## config.mk

```make
export PLATFORM = sky130hd
export DESIGN_NAME = pipe_ctrl
export DESIGN_NICKNAME = d
export VERILOG_FILES = /design/src/rtl/pipe_ctrl.sv
export SDC_FILE = /design/constraint.sdc
export NUM_CORES = 1
export LEC_CHECK = 0
export CAP_MARGIN = 20
export CORE_MARGIN = 8
export CORE_UTILIZATION = 37
export DETAILED_ROUTE_END_ITERATION = 10
export PLACE_DENSITY_LB_ADDON = 0.15
export SYNTH_ARGS = -nofsm -noshare
export SYNTH_HDL_FRONTEND = slang
export SYNTH_SLANG_ARGS = --single-unit
```

## constraint.sdc

```tcl
create_clock -name clk -period 2.75 [get_ports clk]
set_input_delay 0.4125 -clock clk [delete_from_list [all_inputs] [get_ports clk]]
set_output_delay 0.4125 -clock clk [all_outputs]
set_load 0.1 [all_outputs]
```

## src/rtl/pipe_ctrl.sv

```systemverilog
// Pipeline sequencing controller: load-use stalls, divide wait, jump redirect, stall counter.
// Optional RV32M_EN macro builds the DIV_WAIT state and id_ex_hold_o behaviour.
module pipe_ctrl #(
  parameter int LOAD_LAT = 1
) (
  input  logic        clk,
  input  logic        rst,
  input  logic [4:0]  id_rs1_raddr_i,
  input  logic        id_rs1_used_i,
  input  logic [4:0]  id_rs2_raddr_i,
  input  logic        id_rs2_used_i,
  input  logic        ex_load_i,
  input  logic [4:0]  ex_rd_i,
  input  logic        ex_jump_i,
  input  logic [31:0] ex_jump_addr_i,
  input  logic        ex_div_start_i,
  input  logic        ex_div_done_i,
  output logic        pc_hold_o,
  output logic        if_id_hold_o,
  output logic        id_ex_hold_o,
  output logic        id_ex_bubble_o,
  output logic        if_id_flush_o,
  output logic        jump_o,
  output logic [31:0] jump_addr_o,
  output logic [31:0] stall_cnt_o
);

  typedef enum logic [1:0] {
    RUN        = 2'd0,
    LOAD_STALL = 2'd1,
    DIV_WAIT   = 2'd2,
    REDIRECT   = 2'd3
  } state_t;

  localparam logic [1:0] LAT_INIT = (LOAD_LAT > 1) ? 2'(LOAD_LAT - 2) : 2'd0;

  state_t      state, state_n;
  logic [1:0]  lat_cnt, lat_n;
  logic [31:0] stall_cnt_q;
  logic        hazard;

`ifndef RV32M_EN
  logic unused_div;
  assign unused_div = ^{ex_div_start_i, ex_div_done_i};
`endif

  assign hazard = ex_load_i && (ex_rd_i != 5'd0) &&
                  ((id_rs1_used_i && (id_rs1_raddr_i == ex_rd_i)) ||
                   (id_rs2_used_i && (id_rs2_raddr_i == ex_rd_i)));

  always_ff @(posedge clk or negedge rst) begin
    if (!rst) begin
      state   <= RUN;
      lat_cnt <= 2'd0;
    end else begin
      state   <= state_n;
      lat_cnt <= lat_n;
    end
  end

  // Outputs are forced low while reset is asserted, whatever the inputs show.
  always_comb begin
    state_n        = state;
    lat_n          = lat_cnt;
    pc_hold_o      = 1'b0;
    if_id_hold_o   = 1'b0;
    id_ex_hold_o   = 1'b0;
    id_ex_bubble_o = 1'b0;
    if_id_flush_o  = 1'b0;
    jump_o         = 1'b0;
    jump_addr_o    = 32'd0;
    if (rst) begin
      case (state)
        RUN, REDIRECT: begin
          if (state == REDIRECT) begin
            if_id_flush_o = 1'b1;
            state_n       = RUN;
          end
          if (ex_jump_i) begin
            jump_o         = 1'b1;
            jump_addr_o    = ex_jump_addr_i;
            if_id_flush_o  = 1'b1;
            id_ex_bubble_o = 1'b1;
            state_n        = REDIRECT;
          end else if (state == RUN) begin
`ifdef RV32M_EN
            if (ex_div_start_i) begin
              state_n = DIV_WAIT;
            end else
`endif
            if (hazard) begin
              pc_hold_o      = 1'b1;
              if_id_hold_o   = 1'b1;
              id_ex_bubble_o = 1'b1;
              if (LOAD_LAT > 1) begin
                lat_n   = LAT_INIT;
                state_n = LOAD_STALL;
              end
            end
          end
        end
        // EX holds a bubble here, so jump/divide/hazard inputs are not meaningful.
        LOAD_STALL: begin
          pc_hold_o      = 1'b1;
          if_id_hold_o   = 1'b1;
          id_ex_bubble_o = 1'b1;
          if (lat_cnt == 2'd0) state_n = RUN;
          else                 lat_n   = lat_cnt - 2'd1;
        end
`ifdef RV32M_EN
        DIV_WAIT: begin
          pc_hold_o    = 1'b1;
          if_id_hold_o = 1'b1;
          id_ex_hold_o = 1'b1;
          if (ex_div_done_i) state_n = RUN;
        end
`endif
        default: state_n = RUN;
      endcase
    end
  end

  always_ff @(posedge clk or negedge rst) begin
    if (!rst)                                   stall_cnt_q <= 32'd0;
    else if (pc_hold_o && stall_cnt_q != '1)    stall_cnt_q <= stall_cnt_q + 32'd1;
  end

  assign stall_cnt_o = stall_cnt_q;

endmodule

```

; ---- Word-level counts from Yosys, hierarchy flattened
; Cells that the tools add are included.
[op_classes]
addsub = 2
n_eq_ne = 7
n_mux = 22
bitwise = 1
n_reduce_logical = 12
[ops]
columns = op, count
row1 = $mux W32, 3
row2 = $add A32 B1 Y32 const B, 1
row3 = $ne A32 B32 Y1 const B, 1
row4 = $mux W1, 13
row5 = $eq A5 B5 Y1, 2
row6 = $mux W2, 3
row7 = $reduce_and A3 Y1, 2
row8 = $logic_and A1 B1 Y1, 5
row9 = $reduce_bool A5 Y1, 1
row10 = $logic_not A2 Y1, 2
row11 = $pmux W1 S2, 2
row12 = $pmux W2 S2, 1
row13 = $ne A3 B3 Y1 const B, 1
row14 = $eq A2 B1 Y1 const B, 1
row15 = $eq A2 B2 Y1 const B, 1
row16 = $ne A2 B2 Y1 const B, 1
row17 = $reduce_or A2 Y1, 1
row18 = $sub A2 B1 Y2 const B, 1
row19 = $logic_or A1 B1 Y1, 1
row20 = $not A1 Y1, 1
[totals]
reg_bits = 36
input_bits = 55
output_inout_bits = 70
elab_cells = 47

; ---- Depth between registers and ports, before layout
[logic_depth]
ltp_word = 10
ltp_mapped = 9
depth_no_buf = 7

; ---- Least setup slack after synthesis
; Ideal clock, no wire load.
[synth_path]
path_type = input port to output port
from = input port ex_rd_i[1]
to = output port pc_hold_o
arrival_ns = 2.568
required_ns = 2.338
slack_ns = -0.231
cell_stages = 6
path_buffers = 2
cell_sequence = xnor2_1 > nand4_1 > o22ai_1 > and2_0 > clkbuf_1 > buf_4
[synth_between]
elab_chain_len = 9
word_cells_on_any_way = 13
classes_between = 2 x eq/ne / 5 x mux / 6 x reduce/logical
[synth_rtl]
columns = item, line_no
row1 = from (decl), 13  ; input logic [4:0] ex_rd_i,
row2 = $eq A5 B5 Y1 (on tied branches), "48, 49"
row3 = $logic_and A1 B1 Y1 (on tied branches), "48, 49"
row4 = $logic_or A1 B1 Y1, 48  ; ((id_rs1_used_i && (id_rs1_raddr_i == ex_rd_i)) ||
row5 = $logic_and A1 B1 Y1 *, 47  ; assign hazard = ex_load_i && (ex_rd_i != 5'd0) &&
row6 = $mux W1 * (3 in series), -
row7 = $pmux W1 S2 *, -
row8 = $mux W1 *, -
row9 = to (decl), 18  ; output logic pc_hold_o,
; Every way passes the cells marked *; elsewhere a longest branch is shown, timed or not.

; ---- Worst setup path after layout
[layout_path]
from = input port ex_rd_i[3]
to = output port if_id_hold_o
[layout_between]
elab_chain_len = 9
word_cells_on_any_way = 13
classes_between = 2 x eq/ne / 5 x mux / 6 x reduce/logical
[layout_rtl]
columns = item, line_no
row1 = $eq A5 B5 Y1 (on tied branches), "48, 49"
row2 = $logic_and A1 B1 Y1 (on tied branches), "48, 49"
row3 = $logic_or A1 B1 Y1, 48
row4 = $logic_and A1 B1 Y1 *, 47
row5 = $mux W1 *, 91  ; if (hazard) begin
row6 = $mux W1 *, 85  ; end else if (state == RUN) begin
row7 = $mux W1 *, 79  ; if (ex_jump_i) begin
row8 = $pmux W1 S2 *, 73  ; case (state)
row9 = $mux W1 *, 72  ; if (rst) begin
row10 = to (decl), 19  ; output logic if_id_hold_o,
; Marks and branches as above.

==> impl_metrics.ini <==
[run_status]
outcome = finished clean

[timing]
fin_crit_sh = 0.919
tns_ns = 0
setup_viol = 0
whs_ns = 0.166
hold_viol_final = 0
slew_viol_final = 0
period_needed_ns = 2.53
layout_setup_ws_ns = 0.222
tightest_slew_ns = 0.581
fmax_mhz = 396
rsz0062_at_grt = false
relSlewSlack = 0.610
final.setup_skew_ns = 0.00670

[worst_setup_path]
cp-end-kind = output pin
worstPathMaxFanout = 8
cp_common_cell = buf_4
rrSetupSlack_ns = 0.37
cp_cell_sequence = clkdlybuf4s50_1, xnor2_1, nand4_1, o22ai_1, buf_4, and2_0, buf_4, buf_12
rr_endpoint = stall_cnt_o[1]$_DFFE_PN0P_
cp-start-kind = primary input
cp_data_required_time_ns = 2.34
reg2reg_depth = 6
critPathKind = primary input to output pin
arrival_ns = 2.12
cp_slowest_cell = clkdlybuf4s50_1
r2r_start = stall_cnt_o[0]$_DFFE_PN0P_
max_stage_delay_ns = 0.56

[clocking]
cts_hold_buf = 0
clk_latency_ns = 0.28
cts-resized-gates = 0
cts_buffer_depth = 2
cts_made_buffers = 5
htree_levels = 2
root_buffer = clkbuf_8
path_clk_slew_ns = 0.06
cts_tree = done
clock-sinks = 33
cts_setup_buffers = 0

[placement]
dp_slack_ns = 0.169
port_buffers = 121
gp_congestion = 0.850
dp_cells = 405
dp_hpwl_mm = 5.95

[finish]
final_common_cell = clkdlybuf4s50_1
nNetsFinal = 396
nFillCells = 432
layout.cells.non_filler = 413
drive_gt1_frac = 0.290
antenna_cells = 0
final_core_util = 0.684
area_growth_pct = 81.2
ff_latch_area_um2 = 837
multi_input_area_um2 = 1140
final_cell_mix = clkdlybuf4s50_1 (51), buf_12 (37), buf_4 (37)

[yosys]
syn_inst = 221
synth_top_area_cell = dfrtp_1
avgSynthCellArea_um2 = 9.23
synth_seq_cells = 33
postSynth.asyncResetShare = 1.00
synth_edf_count = 0
netlist_area_um2 = 2040
ys.warnings.count = 0
synth-main-ff-cell = dfrtp_1
synth_top_area_share = 0.405
seq_area_frac_synth = 0.405
synthTopCellsByArea = dfrtp_1 (40%), and3_1 (11%), xor2_1 (11%), xnor2_1 (5.6%), nor3_1 (3.4%)
ys_types = 38
syn-num-nets = 277

[global_routing]
grt_pass1_vias = 2061
grt_first_pass_wirelength_mm = 11.8
track_usage = 0.179
antenna_found_initial = 0
grt_use_met2 = 0.291
met1_usage = 0.226
grt.busiest_layer = met2
grt_overflow_total = 0
gr-usage-met3 = 0.0532
grt_max_degree = 41

[drt]
drc = 0
routedWlPerCell_um = 17.9
via_per_inst = 5.07
firstDrtPassIters = 4
drt-initial-drc-count = 44
antenna_left = 0
wl_mm = 7.40
vias = 2092

[floorplanning]
core.rowCount = 27
dieArea_um2 = 8150
initial_utilization = 0.378
die_h_um = 90.3
num_io_pins = 125
core_area_um2 = 5410
die_x_um = 90.3

[power_and_ir_drop]
vdd_drop_max_mv = 0.316
p_per_area_nw_per_um2 = 351
power.leakage_nw = 1.80

[min_path]
hp-class = primary input to asynchronous set/reset pin

[job]
max_cap_viol_count = 0
Yosys cell counts (4+ instances only):
master     n
nor4_1     4
and3_1    36
nor2_1    11
nand3_1   10
xor2_1    25
nand2_1   14
and2_1     5
nor3_1    14
mux2_2     4
clkbuf_1   9
nand4_1   10
xnor2_1   13
dfrtp_1   33
cell type report:
cell class                      count  share of cell area
Timing Repair Buffer              126               0.415
Multi-Input combinational cell    172               0.308
Tap cell                           72              0.0244
Sequential cell                    33               0.226
Inverter                            2             0.00203
Clock buffer                        8              0.0244
power by group:
part           switching, mW  internal [mW]  leakage [nW]
sequential           0.00403          0.490         0.433
clock                  0.167          0.204        0.0455
combinational          0.258          0.177          1.32
how the worst max path moves through the flow:
stage	startpoint	end	slack, ns	depth (start not counted)
after CTS	ex_rd_i[4]	if_id_hold_o	0.22	8
after floorplan	stall_cnt_o[11]$_DFFE_PN0P_	stall_cnt_o[14]$_DFFE_PN0P_	0.0002	8
after detailed placement	ex_rd_i[4]	stall_cnt_o[31]$_DFFE_PN0P_	0.17	8
final	ex_rd_i[3]	if_id_hold_o	0.22	8
after global placement	ex_rd_i[3]	stall_cnt_o[31]$_DFFE_PN0P_	0.17	8
after global routing	ex_rd_i[3]	if_id_hold_o	0.14	8
layer usage:
layer,up-vias,share of wire
met4,0,0.0062
met3,6,0.070
met1,974,0.45
li1,1009,-
met5,-,0
met2,103,0.47
flip-flops by register name, indices dropped and copies added (netlist names):
register / cells
stall_cnt_o: 32
state: 1
stage by stage:
step	power (mW)	cell area (µm²)
2_1_floorplan	0.736	2060
4_1_cts	1.31	3700
5_1_grt	1.35	3700
3_3_place_gp	0.937	3610
6_report	1.30	3700
3_5_place_dp	0.941	3610
kinds of logic (layout without fill, tap and decap cells):
family | count (synthesis) | in the layout | synth area share
buffers and inverters | 16 | 136 | 0.0380
xor gates and xnor gates | 38 | 38 | 0.163
other | 1 | 1 | 0.00184
muxes | 4 | 4 | 0.0221
and+or+nand+nor | 121 | 121 | 0.345
DFF | 33 | 33 | 0.405
adders and majority gates | 1 | 1 | 0.00613
AOI/OAI and AO/OA | 7 | 7 | 0.0196
critical path: cells and delay by family:
family,cells,cell delay (ns)
xor gates and xnor gates,1,0.14
AOI/OAI and AO/OA,1,0.24
and+or+nand+nor,2,0.21
buffers and inverters,4,1.11
Power figures use the tool's default switching activity.
==> RTL edit 1 (same flow settings) <==
Add a define of `RV32M_EN`.
--- a/src/rtl/pipe_ctrl.sv
+++ b/src/rtl/pipe_ctrl.sv
@@ -1,5 +1,7 @@
 // Pipeline sequencing controller: load-use stalls, divide wait, jump redirect, stall counter.
 // Optional RV32M_EN macro builds the DIV_WAIT state and id_ex_hold_o behaviour.
+`define RV32M_EN
+
 module pipe_ctrl #(
   parameter int LOAD_LAT = 1
 ) (
Formal check against the unedited RTL: not equivalent (Yosys sat finds a counterexample within 4 cycles, from zero or initial values and one cycle with rst low).
==> RTL edit 1 against the original RTL <==
  * Setup slack got worse by 0.011 ns
  * Sequential share of layout area rose by 0.19 points
  * Highest routed layer unchanged
  * Global-route usage fell by 0.83 points
  * Count of clock-buffer cells in the layout did not move
  * Routed wire length rose by 1.9%
  * Sequential cell count rose by 3
  * Synthesized cell count rose by 11%
  * Area after synthesis rose by 10%
  * Final cell count rose by 9.4%
  * Cell area rose by 8.9%
Power is not compared: it rests on default switching activity, and its combinational part moved more than twofold at a synthesized area within 25%.
==> RTL edit 1: results (changes against the original RTL) <==
### Layout
* 2.48% — ClkCell Share, +0.049 points
* 131 — Non-clock buffers, +4.0%
* 39.4% — non-clock buffer area fraction after layout, -2.0 points
* 438 — final-stage net count, +11%
* 192 — number of multi-input combinational cells, +12%
* 4030 um2 — final std cell area, no fill, +8.9%

### Run status
* finished, final reports clean — status

### Global routing
* 2231 — vias in the first global route, +8.2%
* 20.0% — global routing met1 resource utilization, -2.5 points
* 17.0% — all-layer global routing usage, -0.83 points
* 37 — pin count of the biggest net entering global routing, -9.8%
* 4.32% — grt met3 use, -1.0 points

### Worst setup path
* 0.29 ns — reg-to-reg setup timing slack, -0.08 ns
* jump_addr_o[5] — timing endpoint of the critical path
* 33 — CP Max Fanout, +25
* 0.41 ns — longest individual stage delay on the worst path, -0.15 ns
* state[0] — startpoint of the most critical setup path

### Logic synthesis
* 2250 um2 — synthesized area, +10%
* 37 — post-synth cell types, -2.6%

### Timing
* 0.00578 ns — worst clock skew, -0.000916 ns
* 63.5% — Max-slew headroom, +2.4 points

### Placement
* 0.815 — placer's final routability congestion estimate, -4.2%
* 3930 um2 — post-place instance area, +8.9%

### Clock network
* 36 — clk sinks, +9.1%

### Route
* 444 um — total met3 wirelength after detailed routing, -14%
* 3.91 mm — wire length on met2, +12%
* 3.12 mm — length of routed wiring on met1, -6.6%
* 67 — number of DRC markers after the initial detailed-route iteration, +52%

-- RTL edit 1: cells by family after synthesis --
kind of cell | synth area share (%)
simple gates | 31.2
xor+xnor | 15.5
flops | 40.0
buf+inv | 3.66
compound gates | 4.22
fa+ha+maj | 3.88
mux | 1.50
-- RTL edit 1: worst reg2reg max path: cells and delay by family (launching register included) --
kind / cells / cell delay (ns)
adders and majority gates: 1 / 0.17
and+or+nand+nor: 3 / 1.04
muxes: 1 / 0.35
DFF: 1 / 0.44
AOI/OAI and AO/OA: 1 / 0.36
-- RTL edit 1: through the flow --
step | setup WS (ns) | hold WS (ns) | util, % | power (uW) | std cells
3_5_place_dp | 0.0937 | 0.472 | 66.4 | 2400 | 444
5_1_grt | 0.0219 | 0.346 | 68.0 | 2900 | 452
3_3_place_gp | 0.134 | 0.464 | 66.4 | 2390 | 444
6_report | 0.211 | 0.296 | 68.0 | 2790 | 452
4_1_cts | 0.203 | 0.311 | 68.0 | 2820 | 452
2_1_floorplan | 0.0667 | 0.117 | - | 1780 | 245
==> RTL edit 2 (same settings) <==
Made on the original files. Encoding of `state_t`: now one-hot (4 bits for 4 states).
--- a/src/rtl/pipe_ctrl.sv
+++ b/src/rtl/pipe_ctrl.sv
@@ -25,11 +25,11 @@
   output logic [31:0] stall_cnt_o
 );
 
-  typedef enum logic [1:0] {
-    RUN        = 2'd0,
-    LOAD_STALL = 2'd1,
-    DIV_WAIT   = 2'd2,
-    REDIRECT   = 2'd3
+  typedef enum logic [3:0] {
+    RUN        = 4'b0001,
+    LOAD_STALL = 4'b0010,
+    DIV_WAIT   = 4'b0100,
+    REDIRECT   = 4'b1000
   } state_t;
 
   localparam logic [1:0] LAT_INIT = (LOAD_LAT > 1) ? 2'(LOAD_LAT - 2) : 2'd0;
Behaviour: same outputs for any inputs over 10 cycles, from zero or initial values and one cycle with rst low; not proved beyond that.
==> RTL edit 2 against the original RTL <==
  * Routed wire length down 7.8%
  * Setup slack worse by 0.086 ns
  * Count of clock-buffer cells in the layout down 2
  * Critical path depth down 1
  * Sequential cell count up 1
  * Via count down 6.5%
  * Die area up 1.1%
  * Area after synthesis up 1.3%
  * Maximum frequency down 3.3%
  * Cell area up 1.9%
  * Highest routed layer unchanged
Power is not compared: it rests on default switching activity, and its combinational part moved more than twofold at a synthesized area within 25%.
==> RTL edit 2: results (changes against the original RTL) <==
### Global routing
* 7.73% — grt met3 use, +2.4 points
* 36 — pin count of the biggest net entering global routing, -12%
* 17.0% — all-layer global routing usage, -0.84 points
* 2068 — vias in the first global route, +0.34%
* 31.6% — GR met2 Demand/Resource, +2.5 points
* 11.0 mm — wire length of the first global-routing pass, -6.4%
* 15.8% — global routing met1 resource utilization, -6.7 points

### Clock network
* sky130_fd_sc_hd__clkbuf_8 — CTS Root Buffer Type
* 0.07 ns — clock-pin transition on the worst setup and hold timing paths
* 2 — Max Root-Sink Buffers, unchanged
* 0 — Post CTS Setup Buffer Count, unchanged
* 1 — number of cells upsized or downsized after cts, +1

### Power and ir drop
* 17.2% — power share of the clock group
* 1190 uW — Internal Pwr Total

### Layout
* 32 — Largest register FFs, unchanged
* 400 — final-stage net count, +1.0%
* 431 — fill cell total of the finished layout, -0.23%
* 30.3% — fraction of final layout cells with drive strength greater than 1, +1.3 points

### Worst setup path
* 0.43 ns — reg-to-reg setup timing slack, +0.06 ns
* stall_cnt_o[13] — FF-to-FF End
* 2.20 ns — arrival time reported for the critical path endpoint, +0.08 ns
* reg2out — critical setup path kind
* state[0] — source of the worst register-to-register timing path
* 6 — CP Max Fanout, -2
* 9 — FF-to-FF path depth, +3

### Logic synthesis
* 17.4% — xor/xnor cell area share of the yosys netlist, +1.1 points
* sky130_fd_sc_hd__dfrtp_1 40%, sky130_fd_sc_hd__xnor2_1 13%, sky130_fd_sc_hd__and2_1 10% — synth top area cells
* 0.545% — multiplexer area fraction after synthesis, -1.7 points
* sky130_fd_sc_hd__dfrtp_1 — top flip-flop cell by instance count after synthesis
* 39 — post-synth cell types, +2.6%
* 273 — synthesized net count, -1.4%
* 2.42% — share of the synthesized area in compound gates (AO/OA/AOI/OAI), +0.46 points
* 41.2% — sequential fraction of the synthesis area, +0.76 points
* 1.82% — fraction of the mapped netlist area in adder cells, +1.2 points
* 33 x sky130_fd_sc_hd__and2_1, 33 x sky130_fd_sc_hd__dfrtp_1, 30 x sky130_fd_sc_hd__xnor2_1 — most numerous cell types in the synthesized netlist

### Route
* 16.4 um — routed wirelength normalized by instance count, -8.2%
* 3.75 mm — wire length on met2, +7.4%
* 2.34 mm — length of routed wiring on met1, -30%
* 1956 — via count, -6.5%
* 605 um — total met3 wirelength after detailed routing, +17%
* 43 — number of DRC markers after the initial detailed-route iteration, -2.3%
* met4 — Top Layer Used

### Timing
* 0 — number of setup violations in the final report, unchanged
* 0.00710 ns — worst clock skew, +0.000405 ns

### Min path
* reg2reg — class of the worst hold path

### Placement
* 0.792 — placer's final routability congestion estimate, -6.8%
* 5.93 mm — Detailed Place HPWL, -0.40%

### Run status
* finished, final reports clean — status

RTL edit 2: how the worst min path moves through the flow:
stage / startpoint / end / slack (ns) / depth (start not counted)
after global routing: stall_cnt_o[22] / stall_cnt_o[22] / 0.53 / 1
after CTS: stall_cnt_o[6] / stall_cnt_o[6] / 0.50 / 1
after detailed placement: stall_cnt_o[23] / stall_cnt_o[23] / 0.49 / 1
after floorplan: rst / stall_cnt_o[0] / 0.12 / 0
final: stall_cnt_o[22] / stall_cnt_o[22] / 0.49 / 1
after global placement: stall_cnt_o[6] / stall_cnt_o[6] / 0.48 / 1
RTL edit 2: worst max-delay path, cell delays in order (launching register included):
cell	delay (ns)
sky130_fd_sc_hd__dfstp_2	0.53
sky130_fd_sc_hd__inv_1	0.06
sky130_fd_sc_hd__ha_1	0.30
sky130_fd_sc_hd__nand2b_1	0.19
sky130_fd_sc_hd__nor2_1	0.10
sky130_fd_sc_hd__and4_1	0.30
sky130_fd_sc_hd__and2_4	0.24
sky130_fd_sc_hd__buf_12	0.18
RTL edit 2: final cells by class:
cell class              instances  share of cell area, %
clock buffers                   6                   2.19
clock inverters                 2                  0.332
inverters                       8                  0.797
multi-input cells             166                   30.6
flip-flops and latches         34                   22.6
well taps                      72                   2.39
repair buffers                127                   41.0
RTL edit 2: through the flow:
| stage | std cells | hold WS, ns | setup slack [ns] | util (%) | area (um2) |
|---|---|---|---|---|---|
| global route | 415 | 0.532 | 0.0117 | 69.3 | 3770 |
| floorplan | 215 | 0.117 | 0.0118 | - | 2080 |
| finish | 415 | 0.494 | 0.137 | 69.3 | 3770 |
| detailed placement | 407 | 0.491 | 0.246 | 67.5 | 3670 |
| global placement | 407 | 0.480 | 0.259 | 67.5 | 3670 |
| CTS | 415 | 0.502 | 0.0539 | 69.2 | 3770 |
